--- src/rtl/ov7670_pkg.sv ---
`default_nettype none
// ============================================================================
// ov7670_pkg : shared markers and sequencer state encoding for OV7670 config
// Revision   : 1.0
// ============================================================================
package ov7670_pkg;

  localparam logic [15:0] OV_END_MARKER   = 16'hFFFF;
  localparam logic [15:0] OV_DELAY_MARKER = 16'hFFF0;

  typedef enum logic [2:0] {
    SEQ_IDLE     = 3'd0,
    SEQ_FETCH    = 3'd1,
    SEQ_DECODE   = 3'd2,
    SEQ_SEND     = 3'd3,
    SEQ_HOLD     = 3'd4,
    SEQ_WAIT_RDY = 3'd5,
    SEQ_DELAY    = 3'd6,
    SEQ_FIN      = 3'd7
  } seq_state_t;

endpackage
`default_nettype wire

--- src/rtl/ov7670_config_seq.sv ---
`default_nettype none
// ============================================================================
// ov7670_config_seq : walks the config ROM, issuing one SCCB write per entry
// Revision          : 1.0
// ============================================================================
module ov7670_config_seq
  import ov7670_pkg::*;
#(
  parameter int DELAY_CYCLES = 250_000,
  parameter bit AUTO_START   = 1'b1
) (
  input  logic        clk,
  input  logic        rst,
  input  logic        start,
  output logic [7:0]  rom_addr,
  input  logic [15:0] rom_dout,
  output logic        sccb_start,
  output logic [7:0]  sccb_addr,
  output logic [7:0]  sccb_data,
  input  logic        sccb_ready,
  output logic        busy,
  output logic        done
);

  localparam int              CNT_W    = (DELAY_CYCLES > 1) ? $clog2(DELAY_CYCLES) : 1;
  localparam logic [CNT_W-1:0] CNT_LOAD = CNT_W'(DELAY_CYCLES - 1);

  seq_state_t       r_state;
  seq_state_t       w_next;
  logic [CNT_W-1:0] r_cnt;
  logic [CNT_W-1:0] w_cnt_nxt;
  logic             w_advance;
  logic             r_auto_pend;
  logic [7:0]       r_rom_addr;
  logic [7:0]       r_sccb_addr;
  logic [7:0]       r_sccb_data;
  logic             r_busy;
  logic             r_done;

  always_comb begin
    w_next    = r_state;
    w_cnt_nxt = r_cnt;
    w_advance = 1'b0;
    case (r_state)
      SEQ_IDLE:     if (start || r_auto_pend) w_next = SEQ_FETCH;
      SEQ_FETCH:    w_next = SEQ_DECODE;
      SEQ_DECODE: begin
        if (rom_dout == OV_END_MARKER) begin
          w_next = SEQ_FIN;
        end else if (rom_dout == OV_DELAY_MARKER) begin
          w_next    = SEQ_DELAY;
          w_cnt_nxt = CNT_LOAD;
        end else begin
          w_next = SEQ_SEND;
        end
      end
      SEQ_SEND:     if (sccb_ready) w_next = SEQ_HOLD;
      // The master drops ready one cycle late, so the accept cycle's ready is stale here.
      SEQ_HOLD:     w_next = SEQ_WAIT_RDY;
      SEQ_WAIT_RDY: if (sccb_ready) w_advance = 1'b1;
      SEQ_DELAY: begin
        if (r_cnt == '0) w_advance = 1'b1;
        else             w_cnt_nxt = r_cnt - 1'b1;
      end
      SEQ_FIN:      w_next = SEQ_IDLE;
      default:      w_next = SEQ_IDLE;
    endcase
    // Address FF is the last table slot; the run ends rather than wrapping.
    if (w_advance) w_next = (r_rom_addr == 8'hFF) ? SEQ_FIN : SEQ_FETCH;
  end

  always_ff @(posedge clk) begin
    if (rst) begin
      r_state     <= SEQ_IDLE;
      r_cnt       <= '0;
      r_auto_pend <= AUTO_START;
      r_rom_addr  <= 8'h00;
      r_sccb_addr <= 8'h00;
      r_sccb_data <= 8'h00;
      r_busy      <= 1'b0;
      r_done      <= 1'b0;
    end else begin
      r_state <= w_next;
      r_cnt   <= w_cnt_nxt;
      if (r_state == SEQ_IDLE && w_next == SEQ_FETCH) begin
        r_rom_addr  <= 8'h00;
        r_busy      <= 1'b1;
        r_done      <= 1'b0;
        r_auto_pend <= 1'b0;
      end
      if (w_advance && r_rom_addr != 8'hFF) r_rom_addr <= r_rom_addr + 8'd1;
      if (r_state == SEQ_DECODE && w_next == SEQ_SEND) begin
        r_sccb_addr <= rom_dout[15:8];
        r_sccb_data <= rom_dout[7:0];
      end
      if (w_next == SEQ_FIN) begin
        r_busy <= 1'b0;
        r_done <= 1'b1;
      end
    end
  end

  assign rom_addr   = r_rom_addr;
  assign sccb_start = (r_state == SEQ_SEND);
  assign sccb_addr  = r_sccb_addr;
  assign sccb_data  = r_sccb_data;
  assign busy       = r_busy;
  assign done       = r_done;

endmodule
`default_nettype wire

--- config.mk ---
export PLATFORM = sky130hd
export DESIGN_NAME = ov7670_config_seq
export DESIGN_NICKNAME = d
export VERILOG_FILES = /design/src/rtl/ov7670_pkg.sv /design/src/rtl/ov7670_config_seq.sv
export SDC_FILE = /design/constraint.sdc
export NUM_CORES = 1
export LEC_CHECK = 0
export ABC_AREA = 1
export ABC_CLOCK_PERIOD_IN_PS = 2300
export CAP_MARGIN = 10
export CORE_MARGIN = 5
export CORE_UTILIZATION = 42
export CTS_BUF_LIST = sky130_fd_sc_hd__clkbuf_4 sky130_fd_sc_hd__clkbuf_8
export CTS_CLUSTER_DIAMETER = 100
export DETAILED_ROUTE_END_ITERATION = 10
export DONT_BUFFER_PORTS = 1
export HOLD_SLACK_MARGIN = 0.02
export PLACE_DENSITY = 0.67
export SLEW_MARGIN = 20
export SYNTH_ARGS = -nofsm -noshare
export SYNTH_HDL_FRONTEND = slang
export SYNTH_SLANG_ARGS = --single-unit
--- constraint.sdc ---
create_clock -name clk -period 2.3 [get_ports clk]
set_input_delay 0.69 -clock clk [delete_from_list [all_inputs] [get_ports clk]]
set_output_delay 0.69 -clock clk [all_outputs]
set_load 0.05 [all_outputs]
==> summary.txt, run 1 <==
Setup path
  • Required @ worst endpoint: 1.61 ns
  • Reg-to-reg slack, setup: 0.48 ns
  • Critical register-to-register path startpoint: r_cnt[0]$_SDFFE_PP0P_
  • Critical path arrival: 1.23 ns
  • Worst reg2reg endpoint: sccb_addr[4]$_SDFFE_PP0P_
  • Endpoint type of the worst setup path: output port
  • Worst R2R Path Depth: 13
  • Crit start category: register
  • Crit path kind: register to output port
  • Worst Path Max Fanout: 5

CTS
  • Root buffer cell: clkbuf_8
  • Post-cts gate resize count: 0
  • Htree depth: 2
  • CTS clk-pin slew, worst paths: 0.08 ns
  • CTS Buf Count: 5
  • CTS tree: done
  • Cts hold-fix bufs: 0
  • Number of setup buffers added after CTS: 0
  • CTS sink count: 48
  • Maximum clock path buffer count: 2
  • Clk_lat worst skew: 0.29 ns

Timing
  • Slew Limit Fails: 0
  • Slew Limit Headroom: 63.6%
  • Max Fclk: 520 MHz
  • Final setup fails: 0
  • Skew final: 0.00462 ns
  • RSZ-0062 raised after global routing: no
  • Final worst-path cycle share: 83.7%
  • Tmin final: 1.92 ns
  • Slew @ Worst Pin: 0.546 ns
  • Setup TNS Final: 0 ns
  • Final Hold Fails: 0
  • Min Hold Slack: 0.445 ns
  • Worst setup margin: 0.376 ns

Worst hold path
  • Hold Crit Class: register to register
  • Hold Path Origin: r_auto_pend$_SDFFE_PP1P_
  • Worst Hold Path EP: r_auto_pend$_SDFFE_PP1P_
  • Worst hold stages: 2

Drt
  • Routed wl met3: 275 µm
  • Drt total wl: 5900 µm
  • Top sig layer: met4
  • WL/cell: 12.4 µm
  • Routed met1 length: 2650 µm
  • Antenna-violating nets left: 0
  • Drt pass-1 iters: 4
  • 1st-iter DRT viols: 145
  • Vias per inst: 5.09
  • Met2 Wirelength: 2910 µm
  • Routed vias: 2430
  • DRC Markers: 0

Outcome
  • Status: complete, no violations

Layout
  • Design Area, Final: 2940 µm²
  • Fill cells: 655
  • Non-filler cells, final: 477
  • Fin nets: 423
  • Layout cells sized above 1: 13.0%
  • Final core area utilization: 46.3%
  • # diodes: 0
  • Layout Area Growth over Synthesis: 6.72%

Synthesis
  • Synth warnings: 0
  • Synth Cell Area: 2750 µm²
  • Syn avg cell area: 6.99 µm²
  • Sequential area share after synthesis: 34.9%
  • Yosys top cell by area: dfxtp_1
  • Synth top area cells: dfxtp_1 (35%), nand2_1 (10%), nand3_1 (8.5%)
  • Synthesized instance count: 394
  • Synthesized flop and latch total: 48
  • Yosys top cell area share: 34.9%
  • Cell variety after synth: 36
  • Syn Nets: 417

Power and ir drop
  • PD cells: 881 nW/µm²
  • Total power: 2.59 mW
  • Static leakage: 1.33 nW
  • Max rail drop VDD: 0.000647 V

Placement
  • Pre-CTS setup slack: 0.432 ns
  • Final HPWL DP: 4360 µm
  • Placed Cells: 470
  • Post-DP Area: 2860 µm²
  • Final Wtd Congestion: 0.851
  • IO buf count: 0

Run
  • Max_cap viols: 0

Global routing
  • First-pass GRT wire length: 9940 µm
  • Largest net degree at the start of global routing: 34
  • Global-route usage over all layers: 14.1%
  • Vias in the first global route: 2211
  • Antenna violations before repair: 0
  • Overflow after GRT: 0

Floorplan
  • Die width: 91.0 µm
  • Initial Utilization: 43.4%
  • IO Pins: 47
  • Core Area: 6350 µm²
  • Total die area: 8280 µm²
  • Core Rows: 29
  • Die height: 91.0 µm
synthesized netlist by cell type (all sizes together):
cell type and n:
xor2 9, nor3 5, clkinv 1, o21bai 1
o211a 1, xnor2 3, nand2 78, nand3b 1
or2 1, dfxtp 48, o21ai 12, o211ai 1
a31oi 2, clkbuf 6, nor2 59, inv 46
nand3 52, buf 10, nand4 10, a21oi 45
ha 3
worst max-delay path by stage:
stage / from / endpoint / slack (ns) / cells past startpoint
floorplan: rom_addr[0]$_SDFFE_PP0P_ / sccb_addr[0]$_SDFFE_PP0P_ / 0.27 / 9
global placement: rom_dout[15] / sccb_addr[0]$_SDFFE_PP0P_ / 0.48 / 9
detailed placement: rom_dout[13] / sccb_addr[5]$_SDFFE_PP0P_ / 0.43 / 9
CTS: r_state[0]$_SDFF_PP0_ / sccb_start / 0.38 / 3
global route: r_cnt[0]$_SDFFE_PP0P_ / sccb_addr[4]$_SDFFE_PP0P_ / 0.30 / 13
finish: r_state[0]$_SDFF_PP0_ / sccb_start / 0.38 / 3
state kept, by name, indices dropped and copies added (netlist names):
| name | count |
|---|---|
| busy | 1 |
| r_auto_pend | 1 |
| done | 1 |
| rom_addr | 8 |
| r_state | 3 |
| sccb_addr | 8 |
| sccb_data | 8 |
| r_cnt | 18 |
layout by cell type, fill, tap and decap left out, types with 2 or more instances in the layout:
| cell | Yosys | layout |
|---|---|---|
| nor2_1 | 51 | 51 |
| inv_2 | 4 | 4 |
| xor2_1 | 9 | 9 |
| nand4_1 | 9 | 9 |
| o21ai_0 | 11 | 11 |
| nor2_4 | 5 | 5 |
| dfxtp_1 | 48 | 48 |
| a31oi_1 | 2 | 2 |
| a21oi_2 | 7 | 7 |
| nor2_2 | 3 | 3 |
| clkbuf_8 | 0 | 5 |
| nand2_8 | 3 | 3 |
| nand3_2 | 4 | 4 |
| inv_1 | 42 | 42 |
| nor3_1 | 5 | 5 |
| nand2_1 | 74 | 74 |
| buf_4 | 1 | 15 |
| ha_1 | 3 | 3 |
| a21oi_1 | 38 | 38 |
| nand3_1 | 47 | 47 |
| xnor2_1 | 3 | 3 |
routing by layer:
metal  GRT usage, %  vias up
met1           17.5     1102
met4           3.67        0
met5              0        -
li1               -     1283
met3           3.31        6
met2           24.4       39
cells by family (layout without fill, tap and decap cells):
family / after synthesis / after routing / share of synthesized area, %
XOR/XNOR: 12 / 12 / 3.82
AO/OA/AOI/OAI: 62 / 62 / 12.7
adder cells (fa/ha/maj): 3 / 3 / 1.36
AND/OR/NAND/NOR: 206 / 206 / 37.0
flip-flops: 48 / 48 / 34.9
buffers and inverters: 63 / 69 / 10.2
report_power, final:
group	switching, mW	total (mW)	leakage [nW]	internal (mW)
Combinational	0.394	0.643	0.899	0.250
Sequential	0.499	1.47	0.390	0.969
Clock	0.260	0.479	0.0445	0.219
layout make-up:
cell class                 count  area [µm²]  area share, %
multi-input combinational    283        1510           51.4
sequential                    48         961           32.7
inverter                      47         176           6.00
tap                           77        96.3           3.28
clock inverter                 1        5.00          0.170
timing repair buffer          15         113           3.83
clock buffer                   6        76.3           2.60
worst max-delay path, stage by stage (launching register included):
cell     delay, ns
dfxtp_1       0.44
nand2_1       0.13
nor2_1        0.15
buf_4         0.22
Note: power is estimated with default switching activity, not from simulation.
==> run 2: changes to the inputs <==
--- a/config.mk
+++ b/config.mk
@@ -6,7 +6,7 @@
 export NUM_CORES = 1
 export LEC_CHECK = 0
 export ABC_AREA = 1
-export ABC_CLOCK_PERIOD_IN_PS = 2300
+export ABC_CLOCK_PERIOD_IN_PS = 1700
 export CAP_MARGIN = 10
 export CORE_MARGIN = 5
 export CORE_UTILIZATION = 42
@@ -15,7 +15,7 @@
 export DETAILED_ROUTE_END_ITERATION = 10
 export DONT_BUFFER_PORTS = 1
 export HOLD_SLACK_MARGIN = 0.02
-export PLACE_DENSITY = 0.67
+export PLACE_DENSITY = 0.7
 export SLEW_MARGIN = 20
 export SYNTH_ARGS = -nofsm -noshare
 export SYNTH_HDL_FRONTEND = slang
==> constraint.sdc (replaced) <==
create_clock -name clk -period 1.7 [get_ports clk]
set_input_delay 0.51 -clock clk [delete_from_list [all_inputs] [get_ports clk]]
set_output_delay 0.51 -clock clk [all_outputs]
set_load 0.05 [all_outputs]
==> summary.txt, run 2 (same netlist as run 1, synthesis figures left out) <==
Outcome
  • Status: complete, no violations

Timing
  • Min Hold Slack: 0.247 ns (-0.198 ns)
  • Final Hold Fails: 0 (unchanged)
  • Max Fclk: 594 MHz
  • Final setup fails: 0 (unchanged)
  • Setup TNS Final: 0 ns (unchanged)
  • Slew Limit Headroom: 62.2% (-1.4 points)
  • Skew final: 0.00296 ns (-0.00166 ns)
  • Tmin final: 1.68 ns
  • Slew @ Worst Pin: 0.567 ns (+0.0210 ns)
  • RSZ-0062 raised after global routing: yes
  • Slew Limit Fails: 0 (unchanged)
  • Final worst-path cycle share: 99.1%

Drt
  • Drt total wl: 6920 µm (+17%)
  • 1st-iter DRT viols: 163 (+12%)
  • WL/cell: 13.8 µm (+12%)
  • Vias per inst: 5.16 (+1.3%)
  • Drt pass-1 iters: 4 (unchanged)
  • Antenna-violating nets left: 0 (unchanged)
  • DRC Markers: 0 (unchanged)
  • Routed vias: 2585 (+6.4%)

Power and ir drop
  • Static leakage: 1.48 nW (+11%)
  • PD cells: 1180 nW/µm² (+34%)
  • Max rail drop VDD: 0.00117 V (+80%)

Setup path
  • Slowest cell on crit path: dfxtp_2
  • Worst setup endpoint: rom_addr[4]$_SDFFE_PP0P_
  • Critical path arrival: 1.93 ns (+0.70 ns)
  • Critical register-to-register path startpoint: r_cnt[1]$_SDFFE_PP0P_
  • Worst Path Max Fanout: 5 (unchanged)
  • Worst reg2reg endpoint: rom_addr[4]$_SDFFE_PP0P_
  • Max incr delay on CP: 0.33 ns (-0.11 ns)
  • Endpoint type of the worst setup path: register
  • Crit start category: register
  • Crit path from: r_cnt[1]$_SDFFE_PP0P_
  • Reg-to-reg slack, setup: 0.02 ns (-0.46 ns)
  • Crit path kind: register to register
  • Required @ worst endpoint: 1.95 ns (+0.34 ns)
  • Worst path cell trace: inv_2, ha_4, inv_2, nor2_2, nand3_2, nor2_4, nand3_4, nand2_8, nand2_8, buf_8, nor2_4, nand2_2, a21oi_2
  • Worst R2R Path Depth: 13 (unchanged)

Global routing
  • First-pass GRT wire length: 11300 µm (+14%)
  • Global-route usage over all layers: 16.0% (+1.9 points)
  • Largest net degree at the start of global routing: 34 (unchanged)
  • Vias in the first global route: 2517 (+14%)
  • Overflow after GRT: 0 (unchanged)
  • Antenna violations before repair: 0 (unchanged)

Placement
  • IO buf count: 0 (unchanged)
  • Final Wtd Congestion: 0.868 (+2.1%)
  • Placed Cells: 484 (+3.0%)
  • Final HPWL DP: 4690 µm (+7.5%)

Run
  • Max_cap viols: 0 (unchanged)

Layout
  • Most frequent cells in the layout: nand2_1 (69), nor2_1 (47), nand3_1 (43)
  • Fill cells: 608 (-7.2%)
  • Top reg by flops: r_cnt
  • Non-filler cells, final: 501 (+5.0%)
  • Fin nets: 446 (+5.4%)
  • Max reg flops: 18 (unchanged)
  • Most common cell after layout, fill and taps aside: nand2_1
  • Layout cells sized above 1: 25.9% (+13 points)
  • # diodes: 0 (unchanged)
  • Layout Area Growth over Synthesis: 20.1%

CTS
  • CTS Buf Count: 5 (unchanged)
  • CTS sink count: 48 (unchanged)
  • CTS tree: done
  • Root buffer cell: clkbuf_8
  • Cts hold-fix bufs: 0 (unchanged)
  • Maximum clock path buffer count: 2 (unchanged)
  • Clk_lat worst skew: 0.31 ns (+0.02 ns)
  • CTS clk-pin slew, worst paths: 0.09 ns (about the same)
  • Htree depth: 2 (unchanged)

Worst hold path
  • Hold Crit Class: input pin to register

Floorplan
  • IO Pins: 47 (unchanged)
  • Core Area: 6350 µm² (unchanged)
  • Total die area: 8280 µm² (unchanged)
  • Core Rows: 29 (unchanged)
  • Die width: 91.0 µm (unchanged)
  • Initial Utilization: 43.4% (unchanged)
  • Die height: 91.0 µm (unchanged)
-- run 2: changes by cell type in the layout (fill, tap and decap cells not counted), moves of 4 or more --
cell,before,now
a21oi_1,38,31
a21oi_2,7,14
buf_4,15,33
dfxtp_1,48,39
dfxtp_2,0,5
dfxtp_4,0,4
nand2_1,74,69
nand2_2,1,5
nand3_1,47,43
nand3_2,4,8
nor2_1,51,47
-- run 2: stage by stage --
step                      instance area, µm²  power [mW]  utilization, %  setup WS, ns
after global placement                  2980        2.91            46.9      -0.00299
after global routing                    3310        4.11            52.1       -0.0980
after CTS                               3090        3.79            48.7       0.00223
after detailed placement                2980        2.93            46.9       -0.0236
after floorplan                         2770        2.76               -       0.00591
final                                   3310        3.89            52.1        0.0155
-- run 2: area by class of cell --
type                    instances  area, µm²  area share, %
clock inverters                 3       46.3           1.40
repair buffers                 36        299           9.04
clock buffers                   5       68.8           2.08
flip-flops and latches         48        982           29.7
inverters                      47        176           5.33
multi-input cells             285       1640           49.5
well taps                      77       96.3           2.91
-- run 2: what timing repair did --
item                                    CTS  global route
resized for setup                         2            35
pin swaps                                 0            11
endpoints found under the setup margin    1            42
setup buffers                             0             6
gates cloned                              0             3
-- run 2: report_power, final --
part / internal (mW) / leakage (nW) / switching [mW]
Combinational: 0.406 / 1.03 / 0.608
Sequential: 1.32 / 0.395 / 0.688
Clock: 0.444 / 0.0548 / 0.425
Total: 2.17 / 1.48 / 1.72
-- run 2: worst max-delay path: cells and delay by family (launching register included) --
kind                     cells  cell delay, ns
AND/OR/NAND/NOR              8            0.80
AO/OA/AOI/OAI                1            0.11
flip-flops                   1            0.33
adder cells (fa/ha/maj)      1            0.13
buffers and inverters        3            0.25
-- run 2: routing by layer --
| layer | routed length [µm] | share of wire (%) | track usage, % | up-vias |
|---|---|---|---|---|
| met3 | 457 | 6.6 | 5.12 | 10 |
| met1 | 2940 | 42 | 18.9 | 1180 |
| met2 | 3420 | 49 | 27.2 | 55 |
| li1 | - | - | - | 1340 |
| met5 | 0 | 0 | 0 | - |
| met4 | 108 | 1.6 | 5.26 | 0 |
-- run 2: worst min-delay path by stage --
stage | startpoint | to | slack, ns | depth (start not counted)
3_3_place_gp | r_auto_pend$_SDFFE_PP1P_ | r_auto_pend$_SDFFE_PP1P_ | 0.43 | 2
2_1_floorplan | r_auto_pend$_SDFFE_PP1P_ | r_auto_pend$_SDFFE_PP1P_ | 0.41 | 2
6_report | rst | rom_addr[4]$_SDFFE_PP0P_ | 0.25 | 1
3_5_place_dp | r_auto_pend$_SDFFE_PP1P_ | r_auto_pend$_SDFFE_PP1P_ | 0.45 | 2
4_1_cts | rst | rom_addr[3]$_SDFFE_PP0P_ | 0.24 | 1
5_1_grt | rst | rom_addr[4]$_SDFFE_PP0P_ | 0.23 | 1
==> run 3: changes to the inputs <==
--- a/config.mk
+++ b/config.mk
@@ -6,16 +6,17 @@
 export NUM_CORES = 1
 export LEC_CHECK = 0
 export ABC_AREA = 1
-export ABC_CLOCK_PERIOD_IN_PS = 1700
+export ABC_CLOCK_PERIOD_IN_PS = 1950
 export CAP_MARGIN = 10
 export CORE_MARGIN = 5
 export CORE_UTILIZATION = 42
 export CTS_BUF_LIST = sky130_fd_sc_hd__clkbuf_4 sky130_fd_sc_hd__clkbuf_8
-export CTS_CLUSTER_DIAMETER = 100
+export CTS_CLUSTER_DIAMETER = 150
 export DETAILED_ROUTE_END_ITERATION = 10
 export DONT_BUFFER_PORTS = 1
 export HOLD_SLACK_MARGIN = 0.02
-export PLACE_DENSITY = 0.7
+export PLACE_DENSITY = 0.67
+export RECOVER_POWER = 100
 export SLEW_MARGIN = 20
 export SYNTH_ARGS = -nofsm -noshare
 export SYNTH_HDL_FRONTEND = slang
==> constraint.sdc (replaced) <==
create_clock -name clk -period 1.95 [get_ports clk]
set_input_delay 0.585 -clock clk [delete_from_list [all_inputs] [get_ports clk]]
set_output_delay 0.585 -clock clk [all_outputs]
set_load 0.05 [all_outputs]
==> summary.txt, run 3 (same netlist as run 1, synthesis figures left out) <==
Outcome
  • Status: complete, no violations

Power and ir drop
  • Static leakage: 1.33 nW (-10%)
  • Max rail drop VDD: 0.000732 V (-37%)
  • PD cells: 1040 nW/µm² (-12%)

Timing
  • Final setup fails: 0 (unchanged)
  • Setup TNS Final: 0 ns (unchanged)
  • Tmin final: 1.79 ns
  • Skew final: 0.00805 ns (+0.00509 ns)
  • Final Hold Fails: 0 (unchanged)
  • Max Fclk: 558 MHz
  • RSZ-0062 raised after global routing: no
  • Final worst-path cycle share: 92.0%
  • Slew Limit Fails: 0 (unchanged)
  • Slew Limit Headroom: 55.3% (-6.9 points)
  • Slew @ Worst Pin: 0.670 ns (+0.104 ns)
  • Min Hold Slack: 0.348 ns (+0.101 ns)

Global routing
  • Overflow after GRT: 0 (unchanged)
  • Vias in the first global route: 2335 (-7.2%)
  • Antenna violations before repair: 0 (unchanged)
  • Global-route usage over all layers: 15.1% (-0.85 points)
  • First-pass GRT wire length: 10700 µm (-5.6%)
  • Largest net degree at the start of global routing: 34 (unchanged)

Drt
  • Drt total wl: 6320 µm (-8.7%)
  • 1st-iter DRT viols: 134 (-18%)
  • WL/cell: 13.2 µm (-4.3%)
  • Routed vias: 2495 (-3.5%)
  • Drt pass-1 iters: 4 (unchanged)
  • DRC Markers: 0 (unchanged)
  • Antenna-violating nets left: 0 (unchanged)
  • Vias per inst: 5.22 (+1.2%)

Floorplan
  • Total die area: 8280 µm² (unchanged)
  • Core Rows: 29 (unchanged)
  • Initial Utilization: 43.4% (unchanged)
  • IO Pins: 47 (unchanged)
  • Die height: 91.0 µm (unchanged)
  • Core Area: 6350 µm² (unchanged)
  • Die width: 91.0 µm (unchanged)

CTS
  • Number of setup buffers added after CTS: 0 (unchanged)
  • Root buffer cell: clkbuf_8
  • CTS tree: done
  • CTS sink count: 48 (unchanged)
  • Maximum clock path buffer count: 2 (unchanged)
  • CTS Buf Count: 5 (unchanged)
  • Htree depth: 2 (unchanged)
  • Clk_lat worst skew: 0.29 ns (-0.02 ns)
  • CTS clk-pin slew, worst paths: 0.09 ns (about the same)

Layout
  • Most common cell after layout, fill and taps aside: nand2_1
  • Max reg flops: 18 (unchanged)
  • Layout Area Growth over Synthesis: 6.95%
  • Non-filler cells, final: 478 (-4.6%)
  • Top reg by flops: r_cnt
  • Fill cells: 652 (+7.2%)
  • Fin nets: 424 (-4.9%)
  • Most frequent cells in the layout: nand2_1 (75), nor2_1 (51), nand3_1 (47), dfxtp_1 (47), inv_1 (41)
  • Layout cells sized above 1: 13.0% (-13 points)
  • # diodes: 0 (unchanged)

Setup path
  • Worst R2R Path Depth: 13 (unchanged)
  • Crit path kind: register to output port
  • Required @ worst endpoint: 1.36 ns (-0.59 ns)
  • Worst reg2reg endpoint: sccb_addr[3]$_SDFFE_PP0P_
  • Crit start category: register
  • Crit path from: r_state[1]$_SDFF_PP0_
  • Critical path arrival: 1.21 ns (-0.72 ns)
  • Endpoint type of the worst setup path: output port
  • Worst Path Max Fanout: 6 (+1)
  • Reg-to-reg slack, setup: 0.19 ns (+0.17 ns)
  • Worst setup endpoint: sccb_start
  • Critical register-to-register path startpoint: r_cnt[0]$_SDFFE_PP0P_

Placement
  • Final HPWL DP: 4500 µm (-4.2%)
  • Placed Cells: 470 (-2.9%)
  • Final Wtd Congestion: 0.896 (+3.2%)
  • IO buf count: 0 (unchanged)

Run
  • Max_cap viols: 0 (unchanged)

Worst hold path
  • Hold Crit Class: input pin to register
-- run 3: cell count changes in the layout (fill, tap and decap cells not counted), moves of 5 or more --
cell / before / now
nand2_1: 69 / 75
a21oi_1: 31 / 38
clkbuf_2: 0 / 7
buf_4: 33 / 5
a21oi_2: 14 / 7
nand2_2: 5 / 0
dfxtp_1: 39 / 47
-- run 3: worst min path at each step --
stage | slack, ns | from | to | cells after the start
2_1_floorplan | 0.41 | r_auto_pend$_SDFFE_PP1P_ | r_auto_pend$_SDFFE_PP1P_ | 2
3_3_place_gp | 0.43 | r_auto_pend$_SDFFE_PP1P_ | r_auto_pend$_SDFFE_PP1P_ | 2
3_5_place_dp | 0.43 | r_auto_pend$_SDFFE_PP1P_ | r_auto_pend$_SDFFE_PP1P_ | 2
4_1_cts | 0.33 | rst | rom_addr[1]$_SDFFE_PP0P_ | 1
5_1_grt | 0.32 | rst | r_cnt[14]$_SDFFE_PP0P_ | 1
6_report | 0.35 | rst | rom_addr[1]$_SDFFE_PP0P_ | 1
-- run 3: area by class of cell --
class	instances	area (µm²)	share of cell area, %
Inverter	47	176	5.99
Clock inverter	1	5.00	0.170
Timing Repair Buffer	15	100	3.40
Sequential cell	48	962	32.7
Clock buffer	6	76.3	2.59
Multi-Input combinational cell	284	1530	51.9
Tap cell	77	96.3	3.27
-- run 3: metal layers --
metal | vias to the layer above | GRT usage (%) | share of wire, %
met2 | 44 | 25.8 | 50
met3 | 6 | 4.05 | 4.5
li1 | 1296 | - | -
met1 | 1149 | 18.4 | 45
met4 | 0 | 4.77 | 1.0
met5 | - | 0 | 0
-- run 3: repair_timing --
item,4_1_cts,5_1_grt
gates resized for setup,0,2
endpoints found under the setup margin,0,16
hold buffers,0,0
-- run 3: per-stage QoR --
| stage | utilization [%] | total power [mW] | area [µm²] | worst slack, ns |
|---|---|---|---|---|
| final | 46.4 | 3.06 | 2950 | 0.157 |
| after global routing | 46.4 | 3.26 | 2950 | 0.00979 |
| after CTS | 46.5 | 3.10 | 2950 | 0.0905 |
| after detailed placement | 45.2 | 2.52 | 2870 | 0.116 |
| after global placement | 45.2 | 2.50 | 2870 | 0.198 |
| after floorplan | - | 2.41 | 2760 | 0.0724 |
-- run 3: power by group --
part           internal (mW)  switching, mW
sequential              1.14          0.589
clock                  0.259          0.317
combinational          0.282          0.471
-- run 3: worst max-delay path, stage by stage, from the launching register on --
cell     delay [ns]
dfxtp_1        0.43
nand2_1        0.12
nor2_1         0.14
buf_4          0.22
